`config.mk`:
```
export PLATFORM = sky130hd
export DESIGN_NAME = ws2812_multi_flat
export DESIGN_NICKNAME = d
export VERILOG_FILES = /design/src/rtl/ws2812_multi_if.sv /design/src/rtl/ws2812_multi.sv /design/src/flat_wrapper.sv
export SDC_FILE = /design/constraint.sdc
export NUM_CORES = 1
export LEC_CHECK = 0
export CAP_MARGIN = 20
export CELL_PAD_IN_SITES_DETAIL_PLACEMENT = 1
export CELL_PAD_IN_SITES_GLOBAL_PLACEMENT = 1
export CORE_MARGIN = 4
export CORE_UTILIZATION = 47
export CTS_CLUSTER_SIZE = 28
export DETAILED_ROUTE_END_ITERATION = 8
export PLACE_DENSITY = 0.82
export SETUP_SLACK_MARGIN = 0.2
export SKIP_LAST_GASP = 1
export SLEW_MARGIN = 20
export SYNTH_ARGS = -nofsm -noshare
export SYNTH_HDL_FRONTEND = slang
export SYNTH_SLANG_ARGS = --single-unit
```
`constraint.sdc`:
```
create_clock -name clk -period 4.7 [get_ports clk]
set_input_delay 0.47 -clock clk [delete_from_list [all_inputs] [get_ports clk]]
set_output_delay 0.47 -clock clk [all_outputs]
set_load 0.01 [all_outputs]
```
`src/rtl/ws2812_multi_if.sv`:
```
// ws2812_multi_if: frame-request handshake, frame-store fetch port and the
// per-strip serial lines of the multi-channel WS2812 driver.
// master = driver side, slave = host / frame-store side.
interface ws2812_multi_if #(
  parameter int CHANNELS = 1,
  parameter int PIXELS   = 256
);
  localparam int AW = (PIXELS > 1) ? $clog2(PIXELS) : 1;

  logic                     start;
  logic [AW-1:0]            pix_addr;
  logic [CHANNELS*24-1:0]   pix_data;
  logic [CHANNELS-1:0]      o_out;
  logic                     busy;
  logic                     frame_done;

  modport master (
    input  start, pix_data,
    output pix_addr, o_out, busy, frame_done
  );

  modport slave (
    output start, pix_data,
    input  pix_addr, o_out, busy, frame_done
  );
endinterface

```
`src/rtl/ws2812_multi.sv`:
```
// ws2812_multi: streams PIXELS 24-bit GRB words per strip to CHANNELS WS2812
// strips in lockstep, fetching pixels from a synchronous frame store
// (data valid one cycle after pix_addr), followed by a T_RESET latch gap.
// Optional feature macro: WS2812_AUTO_REFRESH_EN -- when defined, frames repeat
// continuously from reset release and start is ignored.
// T_RESET is expected to be at least 1.
module ws2812_multi #(
  parameter int CHANNELS = 1,
  parameter int PIXELS   = 256,
  parameter int T_BIT    = 15,
  parameter int T0H      = 5,
  parameter int T1H      = 10,
  parameter int T_RESET  = 3600
) (
  input  logic             clk,
  input  logic             reset,
  ws2812_multi_if.master   bus
);
  localparam int AW = (PIXELS > 1) ? $clog2(PIXELS) : 1;
  localparam int CW = $clog2(T_BIT);
  localparam int LW = $clog2(T_RESET + 1);

  typedef enum logic [1:0] {IDLE, FETCH, SEND, LATCH} state_t;

  state_t                state_reg;
  logic [CW-1:0]         cyc_reg;
  logic [4:0]            bit_reg;
  logic [AW-1:0]         pix_reg;
  logic [LW-1:0]         lat_reg;
  logic [23:0]           shift_reg [CHANNELS];
  logic [AW-1:0]         addr_reg;
  logic [CHANNELS-1:0]   out_reg;
  logic                  busy_reg;
  logic                  done_reg;

  logic                  go;
  logic [CHANNELS-1:0]   hi_next;
  logic [23:0]           data_ch [CHANNELS];

`ifdef WS2812_AUTO_REFRESH_EN
  assign go = 1'b1;
`else
  assign go = bus.start;
`endif

  // Per-channel data slice and "still high on the next cycle of this bit" decode
  for (genvar gi = 0; gi < CHANNELS; gi++) begin : g_ch
    assign data_ch[gi] = bus.pix_data[gi*24 +: 24];
    assign hi_next[gi] = (int'(cyc_reg) + 1) < (shift_reg[gi][23] ? T1H : T0H);
  end

  // Frame FSM: fetch, serialise with prefetch of the next pixel, latch gap
  always_ff @(posedge clk) begin
    if (reset) begin
      state_reg <= IDLE;
      cyc_reg   <= '0;
      bit_reg   <= '0;
      pix_reg   <= '0;
      lat_reg   <= '0;
      addr_reg  <= '0;
      out_reg   <= '0;
      busy_reg  <= 1'b0;
      done_reg  <= 1'b0;
    end else begin
      done_reg <= 1'b0;
      case (state_reg)
        IDLE: begin
          if (go) begin
            state_reg <= FETCH;
            busy_reg  <= 1'b1;
            addr_reg  <= '0;
            cyc_reg   <= '0;
          end
        end
        FETCH: begin
          if (cyc_reg == '0) begin
            cyc_reg <= CW'(1);
          end else begin
            for (int c = 0; c < CHANNELS; c++) shift_reg[c] <= data_ch[c];
            state_reg <= SEND;
            cyc_reg   <= '0;
            bit_reg   <= '0;
            pix_reg   <= '0;
            out_reg   <= '1;
          end
        end
        SEND: begin
          if (cyc_reg == CW'(T_BIT - 1)) begin
            cyc_reg <= '0;
            if (bit_reg == 5'd23) begin
              if (pix_reg == AW'(PIXELS - 1)) begin
                state_reg <= LATCH;
                out_reg   <= '0;
                lat_reg   <= '0;
              end else begin
                // Next pixel was addressed at the start of bit 23; its data is valid now
                for (int c = 0; c < CHANNELS; c++) shift_reg[c] <= data_ch[c];
                pix_reg <= pix_reg + 1'b1;
                bit_reg <= '0;
                out_reg <= '1;
              end
            end else begin
              for (int c = 0; c < CHANNELS; c++) shift_reg[c] <= {shift_reg[c][22:0], 1'b0};
              bit_reg <= bit_reg + 1'b1;
              out_reg <= '1;
              if (bit_reg == 5'd22 && pix_reg != AW'(PIXELS - 1)) begin
                addr_reg <= pix_reg + 1'b1;
              end
            end
          end else begin
            cyc_reg <= cyc_reg + 1'b1;
            out_reg <= hi_next;
          end
        end
        LATCH: begin
          if (lat_reg == LW'(T_RESET - 1)) begin
            state_reg <= IDLE;
            busy_reg  <= 1'b0;
            done_reg  <= 1'b1;
          end else begin
            lat_reg <= lat_reg + 1'b1;
          end
        end
        default: state_reg <= IDLE;
      endcase
    end
  end

  assign bus.pix_addr   = addr_reg;
  assign bus.o_out      = out_reg;
  assign bus.busy       = busy_reg;
  assign bus.frame_done = done_reg;
endmodule

```
`src/flat_wrapper.sv`:
```
// flat-port wrapper written by rule: the top's interface ports become plain ports
module ws2812_multi_flat 
#(
  parameter int CHANNELS = 1,
  parameter int PIXELS   = 256,
  parameter int T_BIT    = 15,
  parameter int T0H      = 5,
  parameter int T1H      = 10,
  parameter int T_RESET  = 3600
)
  (clk, reset, bus_start, bus_pix_data, bus_pix_addr, bus_o_out, bus_busy, bus_frame_done);
  ws2812_multi_if #(.CHANNELS(CHANNELS), .PIXELS(PIXELS)) bus_i ();
  input  logic clk;
  input  logic reset;
  input wire logic [$bits(bus_i.start)-1:0] bus_start;
  input wire logic [$bits(bus_i.pix_data)-1:0] bus_pix_data;
  output wire logic [$bits(bus_i.pix_addr)-1:0] bus_pix_addr;
  output wire logic [$bits(bus_i.o_out)-1:0] bus_o_out;
  output wire logic [$bits(bus_i.busy)-1:0] bus_busy;
  output wire logic [$bits(bus_i.frame_done)-1:0] bus_frame_done;
  assign bus_i.start = bus_start;
  assign bus_i.pix_data = bus_pix_data;
  assign bus_pix_addr = bus_i.pix_addr;
  assign bus_o_out = bus_i.o_out;
  assign bus_busy = bus_i.busy;
  assign bus_frame_done = bus_i.frame_done;
  ws2812_multi #(.CHANNELS(CHANNELS), .PIXELS(PIXELS), .T_BIT(T_BIT), .T0H(T0H), .T1H(T1H), .T_RESET(T_RESET)) u_core (.clk(clk), .reset(reset), .bus(bus_i));
endmodule
```
# [Yosys cells after proc, flatten, opt, wreduce, memory -nomap -nowiden]
# Memories as Yosys holds them, arrays and structs flattened.
# Index checks and enable logic that the tools add are counted.
[op_classes] n_mux=59 magnitude_cmp=1 bitwise_logic=1 reduce_logical=19 addsub=5 eq_ne=20
[op_table] cell="8-bit two-way mux" count=8
[op_table] cell="12-bit two-way mux" count=4
[op_table] cell="24-bit two-way mux" count=2
[op_table] cell="24-bit OR reduction" count=2
[op_table] cell="32-bit < comparator" count=1
[op_table] cell="8-bit case mux with 2 select lines" count=2
[op_table] cell="1-bit two-way mux" count=24
[op_table] cell="12-bit case mux with 2 select lines" count=1
[op_table] cell="5-bit two-way mux" count=4
[op_table] cell="5-bit AND reduction" count=3
[op_table] cell="12-bit by 1-bit adder with 12-bit output, second input constant" count=1
[op_table] cell="12-bit == test, second input constant" count=1
[op_table] cell="2-bit two-way mux" count=6
[op_table] cell="4-bit two-way mux" count=3
[op_table] cell="4-bit case mux with 3 select lines" count=1
[op_table] cell="5-bit == test, second input constant" count=2
[op_table] cell="2-bit by 1-bit inequality test with 1-bit output, second input constant" count=5
[op_table] cell="2-bit inequality test, second input constant" count=5
[op_table] cell="5-bit case mux with 2 select lines" count=1
[op_table] cell="8-bit by 1-bit adder with 8-bit output, second input constant" count=1
[op_table] cell="8-bit == test, second input constant" count=1
[op_table] cell="8-bit inequality test, second input constant" count=1
[op_table] cell="2-bit case mux with 4 select lines" count=1
[op_table] cell="2-bit nonzero test" count=4
[op_table] cell="18 further kinds" count=21
[totals] memories=1 elab_cells=115 mem_bits_rw=24 out_inout_bits=11 regBits=42
[memory_table] memory="u_core.shift_reg" words=1 word_bits=24 rd=1 rd_clocked_by_memory_dff=0 wr=1 line="ws2812_multi.sv:30" rtl="logic [23:0] shift_reg [CHANNELS];"

# [Logic depth before layout (Yosys ltp)]
# Gate-level depths: netlist of the first run.
[logic_depth] word_depth=10 ltp_mapped=8 ltp_nobuf=7

# [Least setup slack after synthesis of the first run]
# Ideal clock, no wire load.
[synth_timing] path_type="register to register" from="register u_core.cyc_reg[0]" to="memory u_core.shift_reg[0][0], enable pin" path_stages_with_launch=7 slack_ns=2.221 arrival_ns=2.074 path_buffers=0 synth_period_minus_slack_ns=2.479 path_cell_list="dfxtp_1 -> inv_1 -> ha_1 -> nand3_1 -> nor3_1 -> a21oi_1 -> nor2_1"
[synth_via] elab_chain_len=8 elab_cells_between_ends=18 classes_between="1 x eq/ne; 14 x mux; 3 x reduce/logical"
[synth_rtl] item="start: declaration" line="ws2812_multi.sv:26" rtl="logic [CW-1:0] cyc_reg;"
[synth_rtl] item="start signal: assignment" line="ws2812_multi.sv:111" rtl="cyc_reg <= cyc_reg + 1'b1;"
[synth_rtl] item="4-bit == test" line="ws2812_multi.sv:88" rtl="if (cyc_reg == CW'(T_BIT - 1)) begin"
[synth_rtl] item="1-bit two-way mux" line="ws2812_multi.sv:88"
[synth_rtl] item="1-bit two-way mux" line="ws2812_multi.sv:66" rtl="case (state_reg)"
[synth_rtl] item="1-bit two-way mux" line="ws2812_multi.sv:54" rtl="if (reset) begin"
[synth_rtl] item="1-bit two-way mux (not written as such)" line="ws2812_multi.sv:97" rtl="for (int c = 0; c < CHANNELS; c++) shift_reg[c] <= data_ch[c];"
[synth_rtl] item="24-bit OR reduction (no source line)"
[synth_rtl] item="1-bit two-way mux (no source line)"
[synth_rtl] item="1-bit two-way mux (no source line) *"
[synth_rtl] item="end: declaration" line="ws2812_multi.sv:30"
# Every way passes the cells marked *; elsewhere a longest branch is shown, timed or not.

# [Worst setup path after layout of the first run]
[layout_timing] from="register u_core.state_reg[0]" to="register u_core.lat_reg[7]"
[layout_via] elab_chain_len=3 elab_cells_between_ends=9 classes_between="6 x eq/ne; 1 x mux; 2 x reduce/logical"
[layout_rtl] item="start: declaration" line="ws2812_multi.sv:25" rtl="state_t state_reg;"
[layout_rtl] item="start signal: assignment" line="ws2812_multi.sv:55" rtl="state_reg <= IDLE;"
[layout_rtl] item="start signal: assignment" line="ws2812_multi.sv:69" rtl="state_reg <= FETCH;"
[layout_rtl] item="start signal: assignment" line="ws2812_multi.sv:80" rtl="state_reg <= SEND;"
[layout_rtl] item="2-bit == test" line="ws2812_multi.sv:66"
[layout_rtl] item="2-bit inequality test (no source line), or another cell as far along"
[layout_rtl] item="5-bit AND reduction (no source line)"
[layout_rtl] item="end signal: assignment" line="ws2812_multi.sv:121" rtl="lat_reg <= lat_reg + 1'b1;"
[layout_rtl] item="end: declaration" line="ws2812_multi.sv:29" rtl="logic [LW-1:0] lat_reg;"
# Several ways; a longest one is shown, not always the timed one.
# A chain may end at the register's enable or synchronous reset.

==> results.toml, run 1 <==
[sta]
max_freq_mhz = 344
fin_crit_ps = 2910
worst_pin_slew_ps = 982
rsz0062_at_grt = "false"
slew_headroom = 0.346
holdWs_ps = 479
setup_slack_ps = 1790
fin_crit_sh = 0.618
slew_viol_final = 0
finalHoldViolations = 0
setup_viol = 0
fin_worst_skew_ps = 10.3
setup_tns_ps = 0

[worst_setup_path]
critPathCaptureType = "register"
crit_arrival_ps = 3180
cp_num_buf_inv = 2
cp_top_family = "simple AND/OR/NAND/NOR gates"
crit_chain = "inv_1, ha_1, clkinv_1, nor2_1, a21oi_2, or4_1, a21oi_1"
critPathMaxFanout = 21
worst_ep_required_time_ps = 4980
crit_path_start_kind = "register"
criticalPathCategory = "register to register"
max_stage_delay_ps = 660
cp_slowest_cell = "ha_1"

[drt]
first_pass_iters = 5
met3_length_um = 332
via_per_inst = 5.81
wirelength_um = 8350
drc = 0
drtIter0Drc = 117
dr_wl_met2_um = 4190
via_count = 2881
wl_met1_um = 3730
highest_layer = "met4"
avgRoutedWirePerCell_um = 16.8
ant_nets = 0

[global_routing]
grt_overflow = 0
grt_antenna_before_repair = 0
first_global_vias = 2964
grt_usage = 0.205
grt_max_degree = 34
grt_pass1_wl_um = 14300

[die]
core_mm2 = 0.00725
die_width_um = 94.4
fp-row-count = 31
ios = 38
die_area_mm2 = 0.00890
die_y_um = 94.4
start_util = 0.483

[logic_synthesis]
synthDistinctLibCells = 54
synthFlopType = "dfxtp_1"
syn_avg_cell_area_um2 = 9.82
async_flop_share = 0
synth-edff-count = 24
syn_inst = 357
ys_seq_area_frac = 0.446
yosys_warnings = 0
syn_nets = 398
syn_area_mm2 = 0.00350
yosys_register_bits = 66

[clock_tree]
insertion_delay_ps = 340
cts_buffers = 9
cts_tree = "yes"
htreeDepth = 3
cts_resized = 0
clock_path_buffers = 2
ctsHoldBuffers = 0
numClockSinks = 66
cts_setup_buffers = 0
root_buffer = "clkbuf_8"
clk_pin_slew_worst_paths_ps = 80

[layout]
n_fill_cell = 813
drive_gt1_frac = 0.131
largest_reg_flops = 24
nets = 433
final_common_cell = "dfxtp_1"
final_cell_mix = "dfxtp_1, clkdlybuf4s50_1, a21oi_1, nor2_1"
antennaDiodeCount = 0
finalNonFillerCells = 496
syn2layout_area_growth_pct = 18.0

[placed_design]
portBuffers = 37
dpl.cell_count = 480
place_ws_ps = 1460
dp_hpwl_um = 6090
place_congestion = 0.828

[pwr]
power_density_mw_per_mm2 = 351
p_total_w = 0.00145
irDropWorstVdd_uv = 180
leakage_nw = 1.46

[status]
status = "complete, no violations"

[flow_run]
maxCapViolCount = 0

[hold_path]
hp-class = "register to register"
[worst reg2reg max path: cells and delay by family, from the launching register on]
kind            cells  cell delay [ps]
simple gates        2              920
fa+ha+maj           1              660
buf+inv             2              530
compound gates      2              390
flops               1              340
[report_power, final]
part           internal (W)  switching, W  total, W  leakage (nW)
Clock              0.000200      0.000252  0.000452        0.0848
Combinational      0.000137      0.000232  0.000369         0.817
Sequential         0.000616     0.0000157  0.000632         0.555
[stage by stage]
stage,utilization,instance area [um^2]
2_1_floorplan,-,3500
3_5_place_dp,0.544,3950
5_1_grt,0.570,4140
6_report,0.570,4140
3_3_place_gp,0.544,3950
4_1_cts,0.570,4130
[synthesized netlist by cell type, drive strengths merged, types with 9 or more instances]
cell / number / share of area
a21oi: 29 / 0.042
dfxtp: 42 / 0.24
edfxtp: 24 / 0.21
ha: 14 / 0.050
inv: 12 / 0.013
mux2: 24 / 0.077
nand2: 18 / 0.019
nand3: 12 / 0.017
nor2: 29 / 0.031
o21ai: 23 / 0.033
or3: 9 / 0.016
[kinds of logic (layout without fill, tap and decap cells)]
family,count (synthesis),count (layout),synth area share
AOI/OAI and AO/OA,93,93,0.170
muxes,28,28,0.0885
adders and majority gates,14,14,0.0500
buffers and inverters,27,67,0.0314
xor gates and xnor gates,7,7,0.0175
DFF,66,66,0.446
and+or+nand+nor,122,122,0.197
[layout make-up]
cell class                      instances  area [um^2]  area share
Inverter                               13         48.8      0.0118
Tap cell                               99          124      0.0299
Sequential cell                        66         1560       0.377
Clock buffer                            9          124      0.0299
Multi-Input combinational cell        264         1840       0.445
Timing Repair Buffer                   38          378      0.0913
Clock inverter                          7         60.1      0.0145
[worst paths after layout]
path | cells past startpoint | startpoint | endpoint | slack, ps
max reg2reg | 7 | u_core.state_reg[0] | u_core.lat_reg[7] | 1790
min | 2 | u_core.bus.pix_addr[1] | u_core.bus.pix_addr[1] | 480
min reg2reg | 2 | u_core.bus.pix_addr[1] | u_core.bus.pix_addr[1] | 480
max | 7 | u_core.state_reg[0] | u_core.lat_reg[7] | 1790
[per-layer routing]
metal	global-route usage	up-vias
met3	0.0510	8
met4	0.0578	0
li1	-	1412
met1	0.256	1416
met5	0	-
met2	0.352	45
(Power assumes the default switching activity.)
==> inputs of run 2 (changes only) <==
Settings changed: CORE_UTILIZATION 47 to 44, PLACE_DENSITY 0.82 to 0.78.
Clock period 4.7 ns to 2.8 ns, I/O delays scaled along.
==> results.toml, run 2 (synthesis results as in run 1) <==
[status]
status = "complete, no violations"

[sta]
worst_pin_slew_ps = 647
finalHoldViolations = 0
slew_viol_final = 0
slew_headroom = 0.563
fin_worst_skew_ps = 7.51
max_freq_mhz = 433
fin_crit_ps = 2310
setup_tns_ps = 0
setup_slack_ps = 490
rsz0062_at_grt = "false"
setup_viol = 0
fin_crit_sh = 0.825

[pwr]
combPwrFrac = 0.248
p_seq_frac = 0.405
internal_power_w = 0.00180
power_density_mw_per_mm2 = 616
clock_power_share = 0.347
p_switching_w = 0.000820
p_sw_frac = 0.313
leakage_nw = 1.53
irDropWorstVdd_uv = 314

[die]
die_width_um = 97.2
die_y_um = 97.2
ios = 38
fp-row-count = 32
core_mm2 = 0.00773
die_area_mm2 = 0.00946
start_util = 0.454

[placed_design]
dp_hpwl_um = 6130
place_congestion = 0.766
place_ws_ps = 480
portBuffers = 37

[worst_setup_path]
cp_slowest_cell = "or4_1"
crit_chain = "ha_1, nand4b_4, nor4_4, a21oi_2, or4_1, a21oi_1"
crit_path_start_kind = "register"
reg2reg_slack_ps = 490
r2r_end = "u_core.lat_reg[9]"
critPathCaptureType = "register"
max_stage_delay_ps = 550
worst_ep_required_time_ps = 3080
crit_arrival_ps = 2590
critPathMaxFanout = 18
criticalPathCategory = "register to register"
rr_worst_depth = 6
r2r-start = "u_core.bit_reg[0]"

[layout]
final_common_cell = "dfxtp_1"
syn2layout_area_growth_pct = 21.3
antennaDiodeCount = 0
final_cell_mix = "dfxtp_1, clkdlybuf4s50_1, a21oi_1"
drive_gt1_frac = 0.151
nets = 441
largest_reg_flops = 24

[drt]
highest_layer = "met4"
wirelength_um = 8290
dr_wl_met2_um = 4190
wl_met1_um = 3590
avgRoutedWirePerCell_um = 16.4
ant_nets = 0
drtIter0Drc = 99
via_per_inst = 5.68
via_count = 2878
drc = 0
met3_length_um = 360
first_pass_iters = 4

[flow_run]
maxCapViolCount = 0

[clock_tree]
ctsHoldBuffers = 0
cts_buffers = 9
numClockSinks = 66
cts_setup_buffers = 0
htreeDepth = 3
clk_pin_slew_worst_paths_ps = 80
cts_tree = "yes"
root_buffer = "clkbuf_8"
insertion_delay_ps = 340
clock_path_buffers = 2

[global_routing]
grt_pass1_wl_um = 14600
first_global_vias = 3074
grt_antenna_before_repair = 0
grt_usage = 0.187
grt_max_degree = 33
grt_overflow = 0

[hold_path]
min_from = "u_core.bus.pix_addr[1]"
hp-class = "register to register"
min_to = "u_core.bus.pix_addr[1]"
holdPathStages = 2
[run 2: cell count changes in the layout (fill, tap and decap cells not counted)]
cell / before / now
buf_4: 1 / 8
clkinv_4: 0 / 3
bufinv_16: 0 / 2
clkinvlp_4: 3 / 1
inv_6: 3 / 1
nor2_2: 0 / 2
buf_12: 0 / 1
inv_8: 1 / 0
nor2_1: 28 / 27
nor2_4: 1 / 0
[run 2: worst max-delay path: cells and delay by family, from the launching register on]
kind | cells | cell delay (ps)
AO/OA/AOI/OAI | 2 | 390
AND/OR/NAND/NOR | 3 | 1150
adder cells (fa/ha/maj) | 1 | 290
flip-flops | 1 | 400
[run 2: through the flow]
stage / hold WS [ps] / instances / total power (W) / utilization / area, um^2
4_1_cts: 477 / 507 / 0.00265 / 0.550 / 4250
2_1_floorplan: 447 / 357 / 0.00150 / - / 3500
3_5_place_dp: 467 / 491 / 0.00173 / 0.521 / 4020
3_3_place_gp: 461 / 491 / 0.00171 / 0.521 / 4020
6_report: 478 / 507 / 0.00262 / 0.550 / 4250
5_1_grt: 503 / 507 / 0.00277 / 0.550 / 4250
[run 2: power by group through the flow]
stage | registers (W) | logic (W) | clock network [W]
after global placement | 0.00108 | 0.000632 | 0
after floorplan | 0.00108 | 0.000425 | 0
after detailed placement | 0.00108 | 0.000649 | 0
after CTS | 0.00106 | 0.000656 | 0.000932
after global routing | 0.00107 | 0.000726 | 0.000983
final | 0.00106 | 0.000650 | 0.000908
[run 2: layout make-up]
type / instances / area [um^2]
Tap cell: 102 / 128
Fill cell: 882 / 3470
Clock buffer: 9 / 124
Inverter: 13 / 48.8
Timing Repair Buffer: 46 / 450
Clock inverter: 7 / 103
Multi-Input combinational cell: 264 / 1840
Sequential cell: 66 / 1560
[run 2: worst max-delay path by stage]
stage	slack, ps	start	cells past startpoint	to
floorplan	320	u_core.cyc_reg[0]	6	u_core.shift_reg[0][0]
global placement	570	u_core.state_reg[0]	8	u_core.bit_reg[4]
detailed placement	480	u_core.bit_reg[0]	6	u_core.lat_reg[7]
CTS	480	u_core.cyc_reg[0]	7	u_core.lat_reg[9]
global route	250	u_core.pix_reg[0]	6	u_core.lat_reg[11]
finish	490	u_core.bit_reg[0]	6	u_core.lat_reg[9]
[run 2: metal layers]
layer | vias up | global-route usage
met5 | - | 0
met4 | 0 | 0.0660
met3 | 11 | 0.0474
met2 | 57 | 0.325
met1 | 1390 | 0.224
li1 | 1420 | -
[run 2: what timing repair did]
action,4_1_cts,5_1_grt
resized for setup,0,1
endpoints found under the setup margin,0,3
hold endpoints to repair,0,0
